### src/rtl/mem_arbiter.sv
// Shared asynchronous SRAM sequencer: arbitrates video, CPU and aux DMA requesters and drives
// CE/OE/WE with a programmable strobe width, acking each access with a single-cycle pulse.
module mem_arbiter #(
  parameter int unsigned ADDR_W          = 18,
  parameter int unsigned DATA_W          = 8,
  parameter int unsigned ACCESS_CYCLES   = 2,
  parameter int unsigned VIDEO_MAX_BURST = 4
) (
  input  logic              clkMem,
  input  logic              rst_n,
  input  logic              vid_req,
  input  logic              cpu_req,
  input  logic              aux_req,
  input  logic [ADDR_W-1:0] vid_addr,
  input  logic [ADDR_W-1:0] cpu_addr,
  input  logic [ADDR_W-1:0] aux_addr,
  input  logic              cpu_we,
  input  logic              aux_we,
  input  logic [DATA_W-1:0] cpu_wdata,
  input  logic [DATA_W-1:0] aux_wdata,
  output logic              vid_ack,
  output logic              cpu_ack,
  output logic              aux_ack,
  output logic [DATA_W-1:0] rd_data,
  output logic [ADDR_W-1:0] mem_addr,
  output logic [DATA_W-1:0] mem_wdata,
  output logic              mem_wdata_oe,
  input  logic [DATA_W-1:0] mem_rdata,
  output logic              mem_ce_n,
  output logic              mem_oe_n,
  output logic              mem_we_n,
  output logic              busy
);

  typedef enum logic [1:0] {StIdle, StSetup, StStrobe, StRecover} state_e;
  typedef enum logic [1:0] {SrcVid, SrcCpu, SrcAux} src_e;

  state_e     state_q;
  src_e       src_q;
  logic       we_q;
  logic [3:0] cnt_q;
  logic [3:0] burst_q;
  logic       rr_aux_q;

  logic              grant_vid, grant_cpu, grant_aux, grant_any;
  src_e              sel_src;
  logic [ADDR_W-1:0] sel_addr;
  logic [DATA_W-1:0] sel_wdata;
  logic              sel_we;

  // Video wins unless it has used up its burst allowance while someone else is waiting.
  always_comb begin
    grant_vid = 1'b0;
    grant_cpu = 1'b0;
    grant_aux = 1'b0;
    if (vid_req && ((burst_q < 4'(VIDEO_MAX_BURST)) || !(cpu_req || aux_req))) begin
      grant_vid = 1'b1;
    end else if (cpu_req && aux_req) begin
      grant_aux = rr_aux_q;
      grant_cpu = !rr_aux_q;
    end else begin
      grant_cpu = cpu_req;
      grant_aux = aux_req;
    end
    grant_any = grant_vid | grant_cpu | grant_aux;
  end

  always_comb begin
    sel_src   = SrcVid;
    sel_addr  = vid_addr;
    sel_we    = 1'b0;
    sel_wdata = mem_wdata;
    if (grant_cpu) begin
      sel_src   = SrcCpu;
      sel_addr  = cpu_addr;
      sel_we    = cpu_we;
      sel_wdata = cpu_wdata;
    end else if (grant_aux) begin
      sel_src   = SrcAux;
      sel_addr  = aux_addr;
      sel_we    = aux_we;
      sel_wdata = aux_wdata;
    end
  end

  always_ff @(posedge clkMem or negedge rst_n) begin
    if (!rst_n) begin
      state_q      <= StIdle;
      src_q        <= SrcVid;
      we_q         <= 1'b0;
      cnt_q        <= '0;
      burst_q      <= '0;
      rr_aux_q     <= 1'b0;
      vid_ack      <= 1'b0;
      cpu_ack      <= 1'b0;
      aux_ack      <= 1'b0;
      rd_data      <= '0;
      mem_addr     <= '0;
      mem_wdata    <= '0;
      mem_wdata_oe <= 1'b0;
      mem_ce_n     <= 1'b1;
      mem_oe_n     <= 1'b1;
      mem_we_n     <= 1'b1;
      busy         <= 1'b0;
    end else begin
      vid_ack <= 1'b0;
      cpu_ack <= 1'b0;
      aux_ack <= 1'b0;
      unique case (state_q)
        StIdle: begin
          if (grant_any) begin
            state_q      <= StSetup;
            busy         <= 1'b1;
            src_q        <= sel_src;
            we_q         <= sel_we;
            mem_addr     <= sel_addr;
            mem_wdata    <= sel_wdata;
            mem_wdata_oe <= sel_we;
            mem_ce_n     <= 1'b0;
            if (grant_vid) begin
              burst_q <= (burst_q == 4'd15) ? 4'd15 : burst_q + 4'd1;
            end else begin
              burst_q  <= '0;
              rr_aux_q <= grant_cpu;
            end
          end else begin
            burst_q <= '0;
          end
        end
        StSetup: begin
          state_q  <= StStrobe;
          cnt_q    <= 4'(ACCESS_CYCLES - 1);
          mem_oe_n <= we_q;
          mem_we_n <= !we_q;
        end
        StStrobe: begin
          if (cnt_q == 4'd0) begin
            state_q  <= StRecover;
            mem_oe_n <= 1'b1;
            mem_we_n <= 1'b1;
            if (!we_q) begin
              rd_data <= mem_rdata;
            end
            vid_ack <= (src_q == SrcVid);
            cpu_ack <= (src_q == SrcCpu);
            aux_ack <= (src_q == SrcAux);
          end else begin
            cnt_q <= cnt_q - 4'd1;
          end
        end
        StRecover: begin
          state_q      <= StIdle;
          busy         <= 1'b0;
          mem_ce_n     <= 1'b1;
          mem_wdata_oe <= 1'b0;
        end
        default: state_q <= StIdle;
      endcase
    end
  end

endmodule

### config.mk
export PLATFORM = sky130hd
export DESIGN_NAME = mem_arbiter
export DESIGN_NICKNAME = d
export VERILOG_FILES = /design/src/rtl/mem_arbiter.sv
export SDC_FILE = /design/constraint.sdc
export NUM_CORES = 1
export LEC_CHECK = 0
export CORE_MARGIN = 2
export CORE_UTILIZATION = 40
export DETAILED_ROUTE_END_ITERATION = 7
export PLACE_DENSITY = 0.79
export RECOVER_POWER = 25
export SLEW_MARGIN = 20
export SYNTH_ARGS = -nofsm -noshare
export SYNTH_HDL_FRONTEND = slang
export SYNTH_SLANG_ARGS = --single-unit
### constraint.sdc
create_clock -name clkMem -period 2.3 [get_ports clkMem]
set_clock_uncertainty 0.15 [all_clocks]
set_input_delay 0.46 -clock clkMem [delete_from_list [all_inputs] [get_ports clkMem]]
set_output_delay 0.46 -clock clkMem [all_outputs]
set_load 0.02 [all_outputs]
=== Word-level counts from Yosys, hierarchy flattened ===
Cells that the tools add are included.

* Register bits after elaboration: 56
* Input port bits: 85
* Output and inout bits: 42
* Word-level logic and storage cells: 90

* Add/sub/neg operators: 2
* $lt $le $gt $ge: 1
* Eq/ne operators: 9
* Muxes and demuxes: 36
* Bitwise logic cells: 4
* Reduce and logical (&&, ||, !) cells: 21

{| class="wikitable"
|+ Operators by type and width
! cell !! number
|-
| 18-bit two-way mux || 2
|-
| 1-bit two-way mux || 17
|-
| 4-bit two-way mux || 4
|-
| 8-bit two-way mux || 2
|-
| 1-bit case mux with 2 select lines || 5
|-
| 2-bit AND reduction || 5
|-
| 3-bit AND reduction || 3
|-
| 2-bit two-way mux || 4
|-
| 2-bit case mux with 4 select lines || 1
|-
| 4-bit case mux with 2 select lines || 1
|-
| 2-bit equality test (second input constant) || 3
|-
| 2-bit != test (second input constant) || 3
|-
| 2-bit nonzero test || 3
|-
| 4-bit by 1-bit adder with 4-bit output (second input constant) || 1
|-
| 2-bit by 1-bit equality test with 1-bit output (second input constant) || 2
|-
| 4-bit equality test (second input constant) || 1
|-
| 2-bit zero test || 2
|-
| 4-bit zero test || 1
|-
| 4-bit by 3-bit less-than comparator with 1-bit output (second input constant) || 1
|-
| 4-bit by 1-bit subtractor with 4-bit output (second input constant) || 1
|-
| 1-bit zero test || 3
|-
| 1-bit logical AND || 2
|-
| 1-bit logical OR || 2
|-
| 1-bit NOT || 2
|-
| 1-bit OR || 2
|}

=== Longest topological paths before layout ===
* Depth in word-level cells: 9
* Gate-level depth with buffers: 7
* Mapped depth without buffers: 6

=== Least setup slack after synthesis ===
Ideal clock, no wire load.

* Path kind: reg2reg
* From: reg state_q[0]
* To: reg rd_data[0]
* Library setup time: 128 ps
* Arrival time: 1819 ps
* Required time: 2022 ps
* Setup slack: 203 ps
* Cell stages (with the launch flop): 8
* Buffers on the path: 1
* Clock period less this slack: 2097 ps
* Path through: dfrtp_1 > inv_1 > ha_1 > inv_2 > or3_1 > clkbuf_1 > nor2_4 > mux2_1

* Word-level cells in the longest chain between the ends: 2

{| class="wikitable"
|+ RTL lines
! what !! RTL line !! RTL
|-
| from (decl) || 38 || <nowiki>state_e state_q;</nowiki>
|-
| from (signal assigned) || 88 || <nowiki>state_q <= StIdle;</nowiki>
|-
| from (signal assigned) || 112 || <nowiki>state_q <= StSetup;</nowiki>
|-
| from (signal assigned) || 131 || <nowiki>state_q <= StStrobe;</nowiki>
|-
| 2-bit equality test || 109 || <nowiki>unique case (state_q)</nowiki>
|-
| 3-bit AND reduction (no line) || n/a ||
|-
| to (signal assigned) || 142 || <nowiki>rd_data <= mem_rdata;</nowiki>
|-
| to (decl) || 24 || <nowiki>output logic [DATA_W-1:0] rd_data,</nowiki>
|}

Every way passes these cells.
A chain may end at the register's enable or synchronous reset.

=== Worst setup path in the final report ===
* From: reg mem_ce_n
* To: out mem_ce_n

{| class="wikitable"
|+ RTL lines
! what !! RTL line !! RTL
|-
| from (decl) || 29 || <nowiki>output logic mem_ce_n,</nowiki>
|-
| from (signal assigned) || 101 || <nowiki>mem_ce_n <= 1'b1;</nowiki>
|-
| from (signal assigned) || 119 || <nowiki>mem_ce_n <= 1'b0;</nowiki>
|-
| from (signal assigned) || 154 || <nowiki>mem_ce_n <= 1'b1;</nowiki>
|}

No word-level cell between the ends.

==> metrics.cfg <==
[layout]
final_area_sq_um=4180
nets=477
antenna_cells=0
seqCellArea_sq_um=1410
drive_above_1_share_pct=8.03
area_growth_pct=60.5
multi_input_area_sq_um=1080
post-route-util_pct=66.2
final_cells=463
fill_cells=519

[sta]
maxSlewViolCount=0
finalWorstSetupSlack_ns=0.212
setup-tns-final_ns=0
setup_viol=0
period_share_pct=90.8
tightest_slew_ns=1.03
rsz0062_at_grt=no
finalHoldViolCount=0
max_freq_mhz=479
slew_headroom_pct=31.4
timing.hold.ws_ns=0.319
min_period_ns=2.09

[floorplan]
start_util_pct=41.2
rows=29
dieArea_sq_um=7170
ios=127
core_sq_um=6310
die_y_microns=84.7
die-width_microns=84.7

[setup_path]
cp.required_ns=1.69
r2r_slack_ns=0.23
r2r_cells=6
path_buf_inv=1
path_delay_family=buffers and inverters
end_kind=primary output
timing.rr.end=rd_data[4]
slowest_delay_ns=0.61
cp.arrival_ns=1.48
r2r-start=state_q[0]
critical_path.cell_chain=clkdlybuf4s50_1
slowest_stage=clkdlybuf4s50_1
critPathMaxFanout=3
start_kind=flip-flop
path_class=flip-flop to primary output

[power_and_ir_drop]
power.leakage_nw=1.73
ir_drop_v=0.000681
total_power_mw=4.96
p_per_area_nw_per_um2=1190

[clock_tree]
cts_buffer_depth=2
clkLatencyLatePin_ns=0.30
cts.sinks=56
cts_inserted_buffers=5
cts_tree=built
clkTransAtPathRegs_ns=0.10
h-tree-depth=2
cts_root_buf=clkbuf_8

[flow_run]
max_cap_violations=0

[placement]
dp_slack_ns=-0.0859
dp.cells=454
place.gp.congestion=0.820
portBuffers=126
post-dp-hpwl_mm=5.45
placed_area_sq_um=4060

[global_routing]
grt_pass1_vias=2544
grtUsageTotal_pct=20.1
grt_max_degree=33
overflow=0
antenna_found_initial=0
grt_pass1_wl_mm=11.6

[logic_synthesis]
syn_avg_cell_area_sq_um=10.5
synth-seq-cells=56
synth_area_sq_um=2600
syn_inst=249
synth_seq_area_share_pct=54.0
syn-num-nets=341
yosysWarningCount=0
ys_types=41

[detailed_routing]
drc=0
first_iter_violations=139
firstDrtPassIters=5
wl_per_cell_microns=15.0
viasPerCell=5.35
wirelength_mm=6.95
dr_total_vias=2477
ant_nets=0

[worst_hold_path]
whs_path_depth=1
hold_path.class=flip-flop to flip-flop
min_from=cnt_q[0]
hold_end=cnt_q[0]

[outcome]
status=finished, final reports clean

-- placed cells by master, fill, tap and decap left out, types with 2 or more instances in the layout --
master,count
clkdlybuf4s50_1,125
dfrtp_1,53
nor2_1,26
nand2_1,25
a21oi_1,22
a222oi_1,15
o21ai_0,11
buf_4,11
inv_1,9
mux2_1,9
a31oi_1,8
ha_1,7
and3_1,5
clkbuf_8,5
buf_12,5
o21ai_1,4
nand2b_1,3
nand3_1,3
a22oi_1,3
a32oi_1,3
dfstp_2,3
nor3b_1,2
nor3_1,2
o21a_1,2
a22o_1,2
o211ai_1,2
-- synth_stat cells --
| cell | number | area share, % |
|---|---|---|
| dfrtp_1 | 53 | 51 |
| nor2_1 | 26 | 3.7 |
| nand2_1 | 25 | 3.6 |
| a21oi_1 | 22 | 4.2 |
| a222oi_1 | 15 | 5.8 |
| o21ai_0 | 11 | 2.1 |
| inv_1 | 9 | 1.3 |
| mux2_1 | 9 | 3.9 |
| a31oi_1 | 8 | 1.9 |
| clkbuf_1 | 8 | 1.2 |
| ha_1 | 7 | 3.4 |
| and3_1 | 5 | 1.2 |
| o21ai_1 | 4 | 0.77 |
| a22oi_1 | 3 | 0.86 |
| a32oi_1 | 3 | 1.0 |
| buf_2 | 3 | 0.58 |
| buf_6 | 3 | 1.3 |
| dfstp_2 | 3 | 3.0 |
| nand2b_1 | 3 | 0.72 |
| nand3_1 | 3 | 0.58 |
| a22o_1 | 2 | 0.67 |
| nor3_1 | 2 | 0.38 |
| nor3b_1 | 2 | 0.58 |
| o211ai_1 | 2 | 0.58 |
| o21a_1 | 2 | 0.58 |
| a21boi_1 | 1 | 0.29 |
| a32o_1 | 1 | 0.38 |
| a41oi_1 | 1 | 0.34 |
| and2_1 | 1 | 0.24 |
| inv_2 | 1 | 0.14 |
| mux2_2 | 1 | 0.43 |
| nor2_4 | 1 | 0.43 |
| nor3b_2 | 1 | 0.48 |
| o22ai_1 | 1 | 0.24 |
| o31ai_1 | 1 | 0.29 |
| o32a_1 | 1 | 0.38 |
| o32ai_1 | 1 | 0.34 |
| or2_1 | 1 | 0.24 |
| or3_1 | 1 | 0.24 |
| or3b_1 | 1 | 0.34 |
| xnor2_1 | 1 | 0.34 |
-- layer usage --
layer  wire (microns)  track usage (%)  vias up
li1                 -                -     1186
met1             2710             23.0     1182
met2             3540             35.7       97
met3              585             6.78       12
met4              110             5.48        0
met5                0                0        -
-- layout make-up --
class / instances / area share, %
clock inverters: 3 / 1.02
well taps: 77 / 2.30
inverters: 10 / 0.898
clock buffers: 5 / 1.65
multi-input cells: 169 / 25.9
repair buffers: 143 / 34.6
flip-flops and latches: 56 / 33.6
-- power by group --
group          switching (mW)  total (mW)  internal (mW)
Combinational            1.31        2.59           1.28
Clock                   0.320       0.643          0.323
Sequential              0.275        1.73           1.45
Total                    1.90        4.96           3.06
-- flip-flops by register name, indices dropped and copies added (netlist names) --
signal and cells:
src_q 2, vid_ack 1, mem_wdata_oe 1, mem_addr 18
burst_q 4, mem_oe_n 1, cnt_q 4, state_q 2
busy 1, mem_ce_n 1, we_q 1, rd_data 8
mem_we_n 1, aux_ack 1, cpu_ack 1, rr_aux_q 1
mem_wdata 8
-- how the worst max path moves through the flow --
stage / from / to / slack, ns / cells after the start
after CTS: mem_ce_n / mem_ce_n / 0.20 / 1
after floorplan: state_q[0] / rd_data[0] / 0.20 / 7
after detailed placement: vid_req / mem_addr[8] / -0.09 / 6
after global placement: vid_req / mem_addr[8] / -0.06 / 6
after global routing: state_q[0] / rd_data[4] / 0.13 / 6
final: mem_ce_n / mem_ce_n / 0.21 / 1
-- cell families (layout without fill, tap and decap cells) --
logic type      Yosys count  after routing  synth area share (%)
compound gates           79             79                  20.8
flops                    56             56                  54.0
mux                      10             10                  4.32
fa+ha+maj                 7              7                  3.36
simple gates             72             72                  12.8
xor+xnor                  1              1                 0.336
buf+inv                  24            161                  4.47
-- what timing repair did --
item / 4_1_cts / 5_1_grt
buffers inserted: 0 / 0
hold buffers: 1 / 0
hold endpoints to repair: 17 / 0
resized for setup: 0 / 0
(Power assumes the default switching activity.)
